`src/rtl/bluetooth_tx.sv`:
```
// UART transmitter with a small byte FIFO for driving a Bluetooth module RX pin.
// Frame is 8N1 by default; define BT_TX_PARITY_EN to insert an even-parity bit after bit 7.
module bluetooth_tx #(
  parameter int unsigned CLKS_PER_BIT = 10417,
  parameter int unsigned FIFO_DEPTH   = 4
) (
  input  logic                         clk,
  input  logic                         rst,
  input  logic [7:0]                   in_data,
  input  logic                         in_valid,
  output logic                         in_ready,
  output logic                         tx,
  output logic                         busy,
  output logic [$clog2(FIFO_DEPTH):0]  fifo_count
);

  localparam int unsigned PtrW = $clog2(FIFO_DEPTH);
  localparam int unsigned CntW = PtrW + 1;
  localparam logic [15:0] BitLast = 16'(CLKS_PER_BIT - 1);
  localparam logic [CntW-1:0] Depth = CntW'(FIFO_DEPTH);

`ifdef BT_TX_PARITY_EN
  typedef enum logic [2:0] {StIdle, StStart, StData, StParity, StStop} state_e;
`else
  typedef enum logic [2:0] {StIdle, StStart, StData, StStop} state_e;
`endif

  state_e          state_q, state_d;
  logic [15:0]     timer_q, timer_d;
  logic [2:0]      bit_idx_q, bit_idx_d;
  logic [7:0]      data_q, data_d;
  logic            tx_q, tx_d;

  logic [7:0]      mem_q [FIFO_DEPTH];
  logic [PtrW-1:0] wr_ptr_q, rd_ptr_q;
  logic [CntW-1:0] count_q;
  logic            push, pop, bit_end;
  logic [7:0]      head;

  assign in_ready   = count_q < Depth;
  assign push       = in_valid & in_ready & ~rst;
  assign head       = mem_q[rd_ptr_q];
  assign fifo_count = count_q;
  assign busy       = (state_q != StIdle) || (count_q != '0);
  assign tx         = tx_q;
  assign bit_end    = (timer_q == BitLast);

  always_ff @(posedge clk) begin
    if (push) mem_q[wr_ptr_q] <= in_data;
  end

  always_ff @(posedge clk) begin
    if (rst) begin
      wr_ptr_q <= '0;
      rd_ptr_q <= '0;
      count_q  <= '0;
    end else begin
      if (push) wr_ptr_q <= wr_ptr_q + 1'b1;
      if (pop)  rd_ptr_q <= rd_ptr_q + 1'b1;
      case ({push, pop})
        2'b10:   count_q <= count_q + 1'b1;
        2'b01:   count_q <= count_q - 1'b1;
        default: count_q <= count_q;
      endcase
    end
  end

  always_ff @(posedge clk) begin
    if (rst) begin
      state_q   <= StIdle;
      timer_q   <= '0;
      bit_idx_q <= '0;
      data_q    <= '0;
      tx_q      <= 1'b1;
    end else begin
      state_q   <= state_d;
      timer_q   <= timer_d;
      bit_idx_q <= bit_idx_d;
      data_q    <= data_d;
      tx_q      <= tx_d;
    end
  end

  always_comb begin
    state_d   = state_q;
    timer_d   = timer_q + 16'd1;
    bit_idx_d = bit_idx_q;
    data_d    = data_q;
    tx_d      = tx_q;
    pop       = 1'b0;
    case (state_q)
      StIdle: begin
        timer_d   = '0;
        bit_idx_d = '0;
        tx_d      = 1'b1;
        if (count_q != '0) begin
          pop     = 1'b1;
          data_d  = head;
          state_d = StStart;
          tx_d    = 1'b0;
        end
      end
      StStart: begin
        if (bit_end) begin
          timer_d   = '0;
          bit_idx_d = '0;
          state_d   = StData;
          tx_d      = data_q[0];
        end
      end
      StData: begin
        if (bit_end) begin
          timer_d = '0;
          if (bit_idx_q == 3'd7) begin
`ifdef BT_TX_PARITY_EN
            state_d = StParity;
            tx_d    = ^data_q;
`else
            state_d = StStop;
            tx_d    = 1'b1;
`endif
          end else begin
            bit_idx_d = bit_idx_q + 3'd1;
            tx_d      = data_q[bit_idx_q + 3'd1];
          end
        end
      end
`ifdef BT_TX_PARITY_EN
      StParity: begin
        if (bit_end) begin
          timer_d = '0;
          state_d = StStop;
          tx_d    = 1'b1;
        end
      end
`endif
      StStop: begin
        if (bit_end) begin
          timer_d = '0;
          // Chain straight into the next frame so queued bytes leave with no idle gap.
          if (count_q != '0) begin
            pop     = 1'b1;
            data_d  = head;
            state_d = StStart;
            tx_d    = 1'b0;
          end else begin
            state_d = StIdle;
            tx_d    = 1'b1;
          end
        end
      end
      default: begin
        state_d = StIdle;
        timer_d = '0;
        tx_d    = 1'b1;
      end
    endcase
  end

endmodule

```
`config.mk`:
```
export PLATFORM = sky130hd
export DESIGN_NAME = bluetooth_tx
export DESIGN_NICKNAME = d
export VERILOG_FILES = /design/src/rtl/bluetooth_tx.sv
export SDC_FILE = /design/constraint.sdc
export NUM_CORES = 1
export LEC_CHECK = 0
export CAP_MARGIN = 30
export CORE_MARGIN = 1.5
export CORE_UTILIZATION = 40
export DETAILED_ROUTE_END_ITERATION = 6
export SYNTH_ARGS = -nofsm -noshare
export SYNTH_HDL_FRONTEND = slang
export SYNTH_SLANG_ARGS = --single-unit
```
`constraint.sdc`:
```
create_clock -name clk -period 2.6 [get_ports clk]
set_input_delay 0.65 -clock clk [delete_from_list [all_inputs] [get_ports clk]]
set_output_delay 0.65 -clock clk [all_outputs]
set_load 0.03 [all_outputs]
```
; Word-level counts from Yosys, hierarchy flattened
; Memory sizes are Yosys's and may differ from the RTL's. A register that Yosys moved wholly into a read port is not among the register bits.
; Index checks and enable logic that the tools add are counted.
[op_classes]
n_bitwise = 4
n_mux = 30
eq_ne = 13
reduce_logical = 13
order_cmp = 2
add_sub_neg = 6
[ops]
columns = operator, n
row1 = 3-bit two-way mux, 8
row2 = 16-bit by 1-bit adder with 16-bit output (second input constant), 1
row3 = 16-bit by 14-bit == test with 1-bit output (second input constant), 1
row4 = 8-bit two-way mux, 2
row5 = 8-bit one-hot mux with 2 select lines, 1
row6 = 2-bit != test (second input constant), 6
row7 = 3-bit one-hot mux with 4 select lines, 1
row8 = 1-bit two-way mux, 11
row9 = 3-bit one-hot mux with 3 select lines, 1
row10 = 3-bit nonzero test, 3
row11 = 3-bit by 1-bit adder with 3-bit output (second input constant), 2
row12 = 3-bit by 2-bit == test with 1-bit output (second input constant), 2
row13 = 3-bit one-hot mux with 2 select lines, 1
row14 = 3-bit OR reduction, 2
row15 = 5-bit AND reduction, 1
row16 = 2-bit by 1-bit adder with 2-bit output (second input constant), 2
row17 = 3-bit by 4-bit < comparator with 1-bit output (second input constant), 1
row18 = 2-bit two-way mux, 2
row19 = 1-bit one-hot mux with 4 select lines, 1
row20 = 4-bit AND reduction, 1
row21 = 2-bit nonzero test, 2
row22 = 1-bit binary-select mux with 3-bit select, 1
row23 = 3-bit by 1-bit == test with 1-bit output (second input constant), 1
row24 = 3-bit == test (second input constant), 1
row25 = other kinds (11), 13
[word_totals]
in_bits = 11
word_cells = 77
mem_bits_rw = 32
n_memories = 1
register_bits = 38
[mem_list]
columns = name, depth, width, rd, rd_ports_with_merged_regs, write_ports, line
row1 = mem_q, 4, 8, 1, 1, 1, 34  ; logic [7:0] mem_q [FIFO_DEPTH];

; Logic depth before layout (Yosys ltp)
; Gate-level depths: netlist (run 1).
[depth]
ltp_word = 6
depth_mapped = 12
mapped_depth_nobuf = 12

; Least setup slack after synthesis (run 1)
; No wires, ideal clock.
[synth_timing]
kind = flip-flop to flip-flop
from = reg timer_q[0]
to = reg count_q[2] (netlist: fifo_count[2])
path_buffers = 0
slack_ns = 0.213
stages_incl_launch_ff = 13
t_required_ns = 2.529
setup_time_ns = 0.071
arrival_time_ns = 2.316
path_cell_list = dfxtp_1 inv_1 ha_1 nor4b_2 nand4_2 o21ai_0 and2_1 ha_1 inv_1 fa_1 xor2_1 or3_1 a21oi_1
[synth_between]
elab_chain_cells = 5
[synth_lines]
columns = item, line
row1 = "start, declared", 29  ; logic [15:0] timer_q, timer_d;
row2 = "start signal, assigned", 77  ; timer_q <= timer_d;
row3 = 16-bit by 14-bit == test with 1-bit output *, 46  ; assign bit_end = (timer_q == BitLast);
row4 = 1-bit two-way mux *, 138  ; if (bit_end) begin
row5 = 1-bit one-hot mux with 2 select lines *, 91  ; case (state_q)
row6 = via pop, 37  ; logic push, pop, bit_end;
row7 = 2-bit by 1-bit == test with 1-bit output / 2-bit == test (equally long branches), 60  ; case ({push, pop})
row8 = 3-bit one-hot mux with 2 select lines / 2-bit nonzero test (equally long branches), --
row9 = "end signal, assigned", 61  ; 2'b10: count_q <= count_q + 1'b1;
row10 = "end signal, assigned", 62  ; 2'b01: count_q <= count_q - 1'b1;
row11 = "end signal, assigned", 63  ; default: count_q <= count_q;
row12 = "end, declared", 36  ; logic [CntW-1:0] count_q;
; The timed path passes the listed nets; every way through them passes the cells marked *.
; A chain may end at the register's enable or synchronous reset.

; Worst setup path after layout (run 1)
[layout_timing]
from = reg timer_q[1]
to = reg count_q[2] (netlist: fifo_count[2])
; The elaborated chain is that of the path after synthesis.

==> results of run 1 <==
final cells by class:
type / count / area (um^2)
Clock buffer: 9 / 123.9
Clock inverter: 7 / 78.83
Fill cell: 742 / 4244
Inverter: 17 / 63.81
Multi-Input combinational cell: 184 / 1470
Sequential cell: 71 / 1743
Tap cell: 105 / 131.4
Timing Repair Buffer: 32 / 279.0
flip-flops by register name (all words and copies together) (netlist names), named ones only:
| register | count |
|---|---|
| wr_ptr_q | 2 |
| timer_q | 16 |
| bit_idx_q | 3 |
| state_q | 2 |
| mem_q | 32 |
| fifo_count | 3 |
| data_q | 8 |
| rd_ptr_q | 2 |
| tx | 1 |
power breakdown:
part | switching (mW) | leakage [nW] | internal [mW]
sequential | 0.140 | 0.608 | 1.34
clock | 0.446 | 0.0929 | 0.452
combinational | 0.686 | 0.715 | 0.640
stage by stage:
step | power [mW] | instances
floorplan | 2.450 | 282
finish | 3.709 | 425
global placement | 2.835 | 409
detailed placement | 2.849 | 409
CTS | 3.756 | 425
global route | 3.941 | 425
routing by layer:
layer / track usage / routed length, um
met1: 0.1874 / 2807
met2: 0.2344 / 2745
met3: 0.04911 / 219
met4: 0.05224 / 84
met5: 0 / 0
tightest hold or removal path: stages, from the launching register on:
cell and delay (ns):
dfxtp_1 0.32, nand2_1 0.05, mux2i_1 0.05
logic make-up (layout without fill, tap and decap cells):
family                     Yosys count  count (layout)  synth area share
adders and majority gates           15              15           0.05841
and+or+nand+nor                    109             109            0.1778
AOI/OAI and AO/OA                   18              18           0.04380
muxes                               25              25            0.1127
xor gates and xnor gates            17              17           0.04455
buffers and inverters               27              65           0.04156
DFF                                 71              71            0.5212
repair_timing:
action,CTS,global route
resized for setup,1,2
pin swaps,0,0
setup buffers,0,0
setup endpoints to repair,1,1
worst min path at each step:
stage	from	endpoint	cells after the start	slack (ns)
after global placement	data_q[5]$_SDFFE_PP0P_	data_q[5]$_SDFFE_PP0P_	2	0.45
after floorplan	data_q[4]$_SDFFE_PP0P_	data_q[4]$_SDFFE_PP0P_	2	0.43
after global routing	bit_idx_q[1]$_SDFFE_PP0P_	bit_idx_q[1]$_SDFFE_PP0P_	2	0.49
final	bit_idx_q[1]$_SDFFE_PP0P_	bit_idx_q[1]$_SDFFE_PP0P_	2	0.46
after CTS	bit_idx_q[1]$_SDFFE_PP0P_	bit_idx_q[1]$_SDFFE_PP0P_	2	0.47
after detailed placement	bit_idx_q[1]$_SDFFE_PP0P_	bit_idx_q[1]$_SDFFE_PP0P_	2	0.46
cell usage after synthesis (3+ instances only):
cell type,n,share of area
nand2_1,29,0.033
nor2_1,28,0.031
dfxtp_1,39,0.23
nor3_1,6,0.0090
nand4_1,7,0.013
ha_1,14,0.052
a21oi_1,4,0.0060
xnor2_1,11,0.029
and3_1,4,0.0075
nand3_1,9,0.013
xor2_1,6,0.016
edfxtp_1,32,0.29
inv_1,17,0.019
mux4_2,10,0.067
clkbuf_1,4,0.0045
o21ai_0,3,0.0045
mux2i_1,14,0.042
nor4_1,3,0.0056
==> metrics.md, run 1 <==
| Metric | Value |
|---|---|
| Status | `finished, final reports clean` |
| Design area | `between 0.003 and 0.004 mm^2` |
| Final Hold Viols | `0` |
| Initial drt markers | `92` |
| Pre-Repair DR Iteration Count | `4` |
| Worst Setup Slack, final | `roughly 0.14 ns` |
| DPL Wire Length | `between 3000 and 4000 um` |
| Count of final setup violators | `0` |
| Die height | `between 90 and 100 um` |
| Skew-Pair Late Insertion Delay | `around 0.35 ns` |
| Min Hold Slack | `approximately 0.46 ns` |
| Crit path capture type | `flip-flop` |
| GP Congestion | `between 0.7 and 0.8` |
| Dpl cell area | `roughly 0.0037 mm^2` |
| CP required | `about 2.9 ns` |
| N_diodes | `0` |
| Fin. max-slew vios | `0` |
| Commonest cells after routing, fill and taps aside | `38 x dfxtp_1, 32 x edfxtp_1, 29 x nand2_1` |
| Mean Syn Cell Area | `11.85 um^2` |
| # Max-Cap Violations | `0` |
| Worst slew margin | `0.6268` |
| Post-synthesis sequential area ratio | `0.5212` |
| CP Depth | `12` |
| Finished Core Util | `0.4782` |
| Startpoint Class | `flip-flop` |
| RR Endpoint | `fifo_count[2]$_SDFFE_PP0P_` |
| Initial antenna violation count | `0` |
| FF-to-FF path depth | `12` |
| First-pass GRT wire length | `9784 um` |
| Routed Antenna Nets | `0` |
| Leak Pwr | `between 1 and 1.5 nW` |
| Post-Syn Nets | `between 300 and 400` |
| Slowest stage cell on the critical path | `fa_1` |
| Fin crit share | `0.9460` |
| GRT overflow | `0` |
| Vias in the first global route | `slightly above 2000` |
| Largest net degree at the start of global routing | `33` |
| Starting Density | `0.4109` |
| Root Buffer | `clkbuf_8` |
| FP Rows | `33` |
| Core ar. | `0.008134 mm^2` |
| CTS Hold Bufs | `0` |
| Peak VDD IR | `460.2 uV` |
| Remaining routing DRC violations | `0` |
| Setup Skew | `around 0.011 ns` |
| Synth Register Bits | `71` |
| Critical-path cell list | `inv_1, ha_1, nor4b_4, nand4_2, o21ai_0, and2_1, ha_1, inv_1, fa_1, xor2_1, or3_1, a21oi_1` |
| Async set-reset flop share out of synthesis | `0` |
| CTS H-Tree Depth | `3` |
| Area grow syn2layout | `16.40%` |
| Critical path arrival | `2.74 ns` |
| Drt total wl | `5856 um` |
| Clock tree sinks | `71` |
| Port Buffers | `16` |
| WL per Instance | `13.78 um` |
| Share of cells above drive strength 1 | `0.1688` |
| HP Class | `reg2reg` |
| EDFF count, synth | `32` |
| Fmax | `around 400 MHz` |
| Largest fanout on the critical path | `5` |
| Vias per inst | `~5` |
| Synth warn | `0` |
| Mapped cell area | `between 0.003 and 0.004 mm^2` |
| Synthesized instance count | `about 280` |
| CP Launch Point | `timer_q[1]$_SDFF_PP0_` |
| Clock buffer depth | `2` |
| Tmin final | `2.460 ns` |
| CTS tree | `done` |
| # IOs | `17` |
| Crit Reg-Reg Startpoint | `timer_q[1]$_SDFF_PP0_` |
| Clk pin slew, worst setup/hold paths | `approximately 0.080 ns` |
| RSZ-0062 raised after global routing | `no` |
| Crit path capture | `fifo_count[2]$_SDFFE_PP0P_` |
| Reg2reg setup slack | `around 0.14 ns` |
| Nets | `around 340` |
| Worst path buffer plus inverter count | `2` |
| Distinct cell type count after synthesis | `48` |
| Worst Max-Slew Pin Slew | `0.5590 ns` |
| Pwr dens | `953.4 mW/mm^2` |
| Setup TNS | `0 ns` |
| CTS buffer count | `9` |
| Total Routing Usage GR | `0.1473` |
| Primary FF master, synth | `dfxtp_1` |
| Die Span X | `around 94 um` |
| Commonest non-fill, non-tap cell in the layout | `dfxtp_1` |
| CP top delay family | `simple AND/OR/NAND/NOR gates` |
| CP max stage delay | `~0.38 ns` |
| Pre-CTS WS | `-0.1267 ns` |
| CP Class | `reg2reg` |
| Total Die Area | `0.008912 mm^2` |
| Vias | `around 2100` |
(Power assumes the default switching activity.)
==> inputs of run 2 (changes only) <==
Settings changed: CORE_UTILIZATION 40 to 55, GPL_ROUTABILITY_DRIVEN set to 0, PLACE_DENSITY set to 0.74.
==> run 2 against run 1 <==
Clock power is 3.7% lower; flip-flop and latch count stayed put; non-clock buffer count is 7 lower; setup slack better by 0.059 ns; critical path depth is 2 lower; critical path type unchanged; highest routed layer unchanged.
==> metrics.md, run 2 (synthesized netlist as in run 1, its figures left out) <==
| Metric | Value |
|---|---|
| Status | `finished, final reports clean` |
| Root Buffer | `clkbuf_8` |
| Crit path capture type | `flip-flop` |
| Non-Filler Instances | `roughly 390` |
| Top reg by flops | `mem_q` |
| Vias per inst | `5.459` |
| Count of final setup violators | `0` |
| CP Class | `reg2reg` |
| Initial antenna violation count | `0` |
| Fmax | `roughly 420 MHz` |
| Setup Skew | `between 0.009 and 0.01 ns` |
| Clock tree sinks | `71` |
| Worst Setup Slack, final | `approximately 0.2 ns` |
| Hold_sp | `timer_q[0]$_SDFF_PP0_` |
| Met1 WL | `2817 um` |
| Filler cells | `roughly 460` |
| Critical path arrival | `2.68 ns` |
| Placed insts | `around 370` |
| Die Span X | `roughly 81 um` |
| Port Buffers | `16` |
| Startpoint Class | `flip-flop` |
| Top Registers | `mem_q (32), timer_q (16), data_q (8)` |
| Crit Reg-Reg Startpoint | `state_q[0]$_SDFFE_PP0P_` |
| Commonest cells after routing, fill and taps aside | `37 x dfxtp_1, 32 x edfxtp_1, 29 x nand2_1` |
| Top layer reached by signal wires | `met4` |
| Nets | `around 330` |
| CP required | `2.88 ns` |
| Core ar. | `roughly 0.0059 mm^2` |
| Multi-input logic area | `0.001470 mm^2` |
| Remaining routing DRC violations | `0` |
| Total Routing Usage GR | `0.1981` |
| Leak Pwr | `between 1 and 1.5 nW` |
| Postcts setup bufs | `0` |
| Worst slew margin | `0.6242` |
| Routed Antenna Nets | `0` |
| Commonest non-fill, non-tap cell in the layout | `dfxtp_1` |
| Peak VDD IR | `~570 uV` |
| Pre-CTS WS | `-0.07944 ns` |
| Setup TNS | `0 ns` |
| DPL Wire Length | `between 3000 and 4000 um` |
| Fin. max-slew vios | `0` |
| Area grow syn2layout | `13.74%` |
| Largest net degree at the start of global routing | `33` |
| Total power | `3.659 mW` |
| Register area | `between 0.0015 and 0.002 mm^2` |
| Vias | `between 2000 and 2500` |
| Die height | `80.95 um` |
| Pre-Repair DR Iteration Count | `5` |
| Clock buffer depth | `2` |
| FP Rows | `28` |
| # IOs | `17` |
| CTS buffer count | `9` |
| RR Endpoint | `fifo_count[2]$_SDFFE_PP0P_` |
| CTS tree | `done` |
| Clk pin slew, worst setup/hold paths | `about 0.070 ns` |
| Initial drt markers | `a little under 90` |
| First-pass GRT wire length | `9625 um` |
| WL per Instance | `between 10 and 15 um` |
| Skew-Pair Late Insertion Delay | `roughly 0.34 ns` |
| Largest fanout on the critical path | `5` |
| GRT overflow | `0` |
| Met2 wire length | `roughly 2600 um` |
| Hold path depth | `1` |
| Met3 wire length | `180 um` |
| Tmin final | `2.400 ns` |
| Final Hold Viols | `0` |
| N_diodes | `0` |
| Largest register FFs | `32` |
| Reg2reg setup slack | `around 0.2 ns` |
| # Max-Cap Violations | `0` |
| Vias in the first global route | `just over 2000` |
| HP Class | `reg2reg` |
| Worst Max-Slew Pin Slew | `0.5629 ns` |
| Total Die Area | `about 0.0066 mm^2` |
| Fin crit share | `0.9232` |
| Pwr dens | `between 900 and 1000 mW/mm^2` |
| Starting Density | `0.5678` |
| CTS H-Tree Depth | `3` |
| Drt total wl | `around 5700 um` |
| WHS Endpoint | `timer_q[0]$_SDFF_PP0_` |
| FF-to-FF path depth | `10` |
| Share of cells above drive strength 1 | `0.1502` |
| RSZ-0062 raised after global routing | `no` |
[run 2: metrics by stage]
stage,hold WS (ns),instance area [um^2],utilization
2_1_floorplan,0.4348,3342,-
3_3_place_gp,0.4461,3588,0.6097
3_5_place_dp,0.4527,3588,0.6097
4_1_cts,0.4679,3787,0.6435
5_1_grt,0.4887,3801,0.6458
6_report,0.4546,3801,0.6458
[run 2: area by class of cell]
type | count | area share
inverter | 17 | 0.01679
multi-input combinational | 184 | 0.3868
tap | 75 | 0.02469
sequential | 71 | 0.4589
timing repair buffer | 25 | 0.06057
clock buffer | 11 | 0.03720
clock inverter | 5 | 0.01514
[run 2: worst max path at each step]
stage	cells after the start	end	slack [ns]	from
after floorplan	12	fifo_count[2]$_SDFFE_PP0P_	0.21	timer_q[0]$_SDFF_PP0_
after global placement	10	fifo_count[2]$_SDFFE_PP0P_	-0.04	rst
after detailed placement	10	fifo_count[2]$_SDFFE_PP0P_	-0.08	rst
after CTS	4	busy	0.08	state_q[0]$_SDFFE_PP0P_
after global routing	12	fifo_count[2]$_SDFFE_PP0P_	0.01	timer_q[0]$_SDFF_PP0_
final	10	fifo_count[2]$_SDFFE_PP0P_	0.20	state_q[0]$_SDFFE_PP0P_
[run 2: metal layers]
metal	vias up	GRT usage
met1	1003	0.2786
li1	1071	-
met3	9	0.04494
met5	-	0
met4	0	0.08966
met2	35	0.2925
[run 2: repair_timing]
item / in CTS / in global routing
hold buffers: 0 / 0
setup endpoints to repair: 0 / 2
gates resized for setup: 0 / 5
[run 2: power by group]
part | switching [mW] | internal, mW
Combinational | 0.674 | 0.625
Sequential | 0.148 | 1.35
Clock | 0.399 | 0.467
[run 2: worst max-delay path: stages (launching register included)]
cell and delay, ns:
dfxtp_1 0.39, inv_1 0.10, ha_1 0.37, nor2_1 0.16, and2_1 0.14, ha_1 0.16
inv_1 0.05, fa_1 0.37, xor2_1 0.16, or3_1 0.30, a21oi_1 0.14
